[config.mk]
export PLATFORM = sky130hd
export DESIGN_NAME = graydecoder
export DESIGN_NICKNAME = d
export VERILOG_FILES = /design/src/rtl/graydecoder.sv
export SDC_FILE = /design/constraint.sdc
export NUM_CORES = 1
export LEC_CHECK = 0
export CAP_MARGIN = 30
export CORE_MARGIN = 10
export CORE_UTILIZATION = 38
export DETAILED_ROUTE_END_ITERATION = 6
export PLACE_DENSITY = 0.78
export SYNTH_ARGS = -nofsm -noshare
export SYNTH_HDL_FRONTEND = slang
export SYNTH_SLANG_ARGS = --single-unit
[constraint.sdc]
create_clock -name ck -period 2.5 [get_ports ck]
set_clock_uncertainty 0.1 [all_clocks]
set_input_delay 0.5 -clock ck [delete_from_list [all_inputs] [get_ports ck]]
set_output_delay 0.5 -clock ck [all_outputs]
set_load 0.01 [all_outputs]
[src/rtl/graydecoder.sv]
// graydecoder: captures a Gray-coded bus word and decodes it to binary through a
// two-stage register pipeline. Define GRAYDEC_STATS_EN to build the toggle/step counters.
module graydecoder #(
  parameter int N  = 8,
  parameter int CW = 16
) (
  input  logic          ck,
  input  logic          rst,
  input  logic          vin,
  input  logic [N-1:0]  C,
  output logic [N-1:0]  A,
  output logic          vout,
  output logic [CW-1:0] TRANS,
  output logic [CW-1:0] SEQ
);

  function automatic logic [N-1:0] gray_to_bin(input logic [N-1:0] g);
    logic [N-1:0] b;
    b[N-1] = g[N-1];
    for (int i = N - 2; i >= 0; i--) begin
      b[i] = b[i+1] ^ g[i];
    end
    return b;
  endfunction

  logic [N-1:0] greg_q, greg_d;
  logic         v1_q, v1_d;
  logic [N-1:0] a_q, a_d;
  logic         vout_q, vout_d;
  logic [N-1:0] dec_s;

  assign dec_s = gray_to_bin(greg_q);

  // Pipeline next-state: capture on vin, decode on the stage-1 valid bit.
  always_comb begin
    greg_d = greg_q;
    v1_d   = vin;
    a_d    = a_q;
    vout_d = 1'b0;
    if (vin) begin
      greg_d = C;
    end else begin
      greg_d = greg_q;
    end
    if (v1_q) begin
      a_d    = dec_s;
      vout_d = 1'b1;
    end else begin
      a_d    = a_q;
      vout_d = 1'b0;
    end
  end

  // Pipeline registers.
  always_ff @(posedge ck or negedge rst) begin
    if (!rst) begin
      greg_q <= {N{1'b0}};
      v1_q   <= 1'b0;
      a_q    <= {N{1'b0}};
      vout_q <= 1'b0;
    end else begin
      greg_q <= greg_d;
      v1_q   <= v1_d;
      a_q    <= a_d;
      vout_q <= vout_d;
    end
  end

  assign A    = a_q;
  assign vout = vout_q;

`ifdef GRAYDEC_STATS_EN
  localparam int PW = $clog2(N + 1);
  // Sum width wide enough for either operand plus one carry bit.
  localparam int SW = ((CW > PW) ? CW : PW) + 1;
  localparam logic [SW-1:0] CNT_MAX = {{(SW-CW){1'b0}}, {CW{1'b1}}};
  localparam logic [SW-1:0] CNT_ONE = {{(SW-1){1'b0}}, 1'b1};

  function automatic logic [SW-1:0] popcount(input logic [N-1:0] v);
    logic [SW-1:0] n;
    n = {SW{1'b0}};
    for (int i = 0; i < N; i++) begin
      n = n + {{(SW-1){1'b0}}, v[i]};
    end
    return n;
  endfunction

  function automatic logic [CW-1:0] sat_add(input logic [CW-1:0] cnt, input logic [SW-1:0] inc);
    logic [SW-1:0] sum;
    logic [CW-1:0] r;
    sum = {{(SW-CW){1'b0}}, cnt} + inc;
    if (sum > CNT_MAX) begin
      r = CNT_MAX[CW-1:0];
    end else begin
      r = sum[CW-1:0];
    end
    return r;
  endfunction

  logic [N-1:0]  gprev_q, gprev_d;
  logic          first_q, first_d;
  logic [CW-1:0] trans_q, trans_d;
  logic [CW-1:0] seq_q, seq_d;
  logic [N-1:0]  a_inc_s;
  logic          step_s;

  // a_q still holds the previous decoded word while the new one is in stage 2.
  assign a_inc_s = a_q + {{(N-1){1'b0}}, 1'b1};
  assign step_s  = (dec_s == a_inc_s) && !first_q;

  // Statistics next-state, advanced together with the stage-2 output.
  always_comb begin
    gprev_d = gprev_q;
    first_d = first_q;
    trans_d = trans_q;
    seq_d   = seq_q;
    if (v1_q) begin
      gprev_d = greg_q;
      first_d = 1'b0;
      trans_d = sat_add(trans_q, popcount(greg_q ^ gprev_q));
      if (step_s) begin
        seq_d = sat_add(seq_q, CNT_ONE);
      end else begin
        seq_d = seq_q;
      end
    end else begin
      gprev_d = gprev_q;
      first_d = first_q;
    end
  end

  // Statistics registers.
  always_ff @(posedge ck or negedge rst) begin
    if (!rst) begin
      gprev_q <= {N{1'b0}};
      first_q <= 1'b1;
      trans_q <= {CW{1'b0}};
      seq_q   <= {CW{1'b0}};
    end else begin
      gprev_q <= gprev_d;
      first_q <= first_d;
      trans_q <= trans_d;
      seq_q   <= seq_d;
    end
  end

  assign TRANS = trans_q;
  assign SEQ   = seq_q;
`else
  assign TRANS = {CW{1'b0}};
  assign SEQ   = {CW{1'b0}};
`endif

endmodule

==> flow_summary.json <==
{
  "outcome": "finished, final reports clean",
  "cts_setup_buffers": 0,
  "hold_depth": 1,
  "power_frac_seq_pct": 46.0,
  "grt_pass1_wl_mm": 2.83,
  "place_hpwl_mm": 1.45,
  "die_h_um": 70.9,
  "rows": 18,
  "die_area_sq_um": 5030,
  "arrival_ps": 1950,
  "antenna_found_initial": 0,
  "netlist_area_sq_um": 986,
  "drtIter0Drc": 16,
  "tns_ps": 0,
  "slew_headroom_pct": 45.4,
  "period_needed_ps": 1870,
  "combPwrFrac_pct": 37.7,
  "synth_cell_types": 15,
  "cts_inserted_buffers": 3,
  "setup_viol": 0,
  "cts-resized-gates": 0,
  "final_core_util_pct": 44.6,
  "synth.avg_cell_area_sq_um": 11.9,
  "cp_max_fo": 3,
  "ff2ff_path_depth": 4,
  "first_global_vias": 587,
  "drive_gt1_share_pct": 14.7,
  "coreArea_sq_um": 2480,
  "n_antenna_cell": 0,
  "fmax_ghz": 0.533,
  "grt_remaining_overflow": 0,
  "ir_drop_uv": 548,
  "grt_usage_pct": 6.90,
  "syn_inst": 83,
  "multi_input_area_sq_um": 400,
  "clockPowerShare_pct": 16.3,
  "ant_nets": 0,
  "ys_seq_area_share_pct": 45.7,
  "chipWidth_um": 70.9,
  "worst_ep_required_time_ps": 2580,
  "p_per_area_nw_per_um2": 777,
  "startpoint_type": "flop",
  "synth_warnings": 0,
  "tightest_slew_ps": 816,
  "holdBufCountCts": 0,
  "final_nets": 115,
  "place_ws_ps": 630,
  "finalNonFillerCells": 132,
  "via_count": 526,
  "p_switching_mw": 0.258,
  "viasPerCell": 3.98,
  "ios": 52,
  "criticalPathCategory": "flop to flop",
  "htreeDepth": 1,
  "cts_tree": "built",
  "swShare_pct": 30.0,
  "post-route-period-util_pct": 75.0,
  "finalHoldViolCount": 0,
  "power.leakage_nw": 0.520,
  "finish.instance_area_sq_um": 1100,
  "wl_per_cell_um": 13.3,
  "clk_pin_slew_ps": 100,
  "syn_to_final_growth_pct": 12.1,
  "nFillCells": 238,
  "insertion_delay_ps": 290,
  "max-clock-path-buffers": 2,
  "clkSinkCount": 18,
  "start_util_pct": 39.8,
  "portBuffers": 19,
  "place_inst": 129,
  "post_dp_cell_area_sq_um": 1080,
  "cts_root_buffer": "clkbuf_4",
  "critPathCaptureType": "flop",
  "grt_setup_unrepaired": "no",
  "drt-pass1-iter-count": 2,
  "maxCapViolations": 0,
  "gp_congestion": 0.694,
  "drc": 0,
  "grt_max_degree": 19,
  "fin_ws_ps": 625,
  "p_int_mw": 0.601,
  "seqCellArea_sq_um": 450,
  "routed_wl_mm": 1.75,
  "slew_violations": 0,
  "yosys_register_bits": 18,
  "hp-class": "flop to flop"
}
## power by group through the flow
stage / Clock [mW] / Sequential, mW / Combinational [mW]
5_1_grt: 0.162 / 0.406 / 0.361
4_1_cts: 0.147 / 0.398 / 0.329
3_3_place_gp: 0 / 0.400 / 0.321
2_1_floorplan: 0 / 0.417 / 0.199
3_5_place_dp: 0 / 0.403 / 0.326
6_report: 0.140 / 0.395 / 0.324
## synth_stat cells (all sizes together)
library cell  instances  area [sq um]
mux2                 11           128
xor2                  1          8.76
buf                  33           244
nor2                  4          15.0
a21oi                 4          20.0
mux2i                 1          10.0
xnor2                 6          52.6
inv                   1          3.75
xnor3                 2          46.3
dfrtp                18           450
clkbuf                1          3.75
conb                  1          3.75
## per-stage QoR
stage                     power [mW]  hold WS [ps]
after floorplan                0.617           104
after global placement         0.721           399
after detailed placement       0.729           397
after CTS                      0.874           420
after global routing           0.929           447
final                          0.859           411
## logic make-up after synthesis
group	count (synthesis)	share of synthesized area [%]
other	1	0.380
xor gates and xnor gates	9	10.9
AOI/OAI and AO/OA	4	2.03
DFF	18	45.7
buffers and inverters	35	25.5
muxes	12	14.0
and+or+nand+nor	4	1.52
## path summary, 6_finish.rpt
check                          start        end  slack, ps
hold reg to reg                 A[7]       A[7]        410
min in group asynchronous        rst  greg_q[4]        580
setup / recovery           greg_q[6]       A[1]        630
setup reg to reg           greg_q[6]       A[1]        630
hold / removal                  A[7]       A[7]        410
max in group asynchronous        rst       v1_q       1220
## final cells by class
type,count,area share [%]
Clock buffer,3,2.04
Inverter,1,0.340
Multi-Input combinational cell,61,36.2
Sequential cell,18,40.8
Tap cell,30,3.40
Timing Repair Buffer,19,17.2
## flip-flops by register name, summed over array words and instances (netlist names)
register  flops
A             8
greg_q        8
v1_q          1
vout          1
## worst max-delay path: stages, from the launching register on
cell and delay, ps:
dfrtp_1 390, xnor3_1 460, xnor3_2 420, xnor2_1 140, mux2_4 250
## layer usage
metal	GRT usage [%]	routed length (um)	vias to the layer above
met5	0	0	-
met4	3.23	20	0
met3	6.42	370	2
met2	10.1	783	38
met1	6.50	574	244
li1	-	-	242
## cell usage in the layout, fill, tap and decap left out, drive strengths merged
cell	synthesis	final
clkbuf	1	3
conb	1	32
dfrtp	18	18
xnor2	6	6
xor2	1	1
xnor3	2	2
nor2	4	4
mux2i	1	1
inv	1	1
clkdlybuf4s50	0	19
mux2	11	11
a21oi	4	4
(Power assumes the default switching activity.)
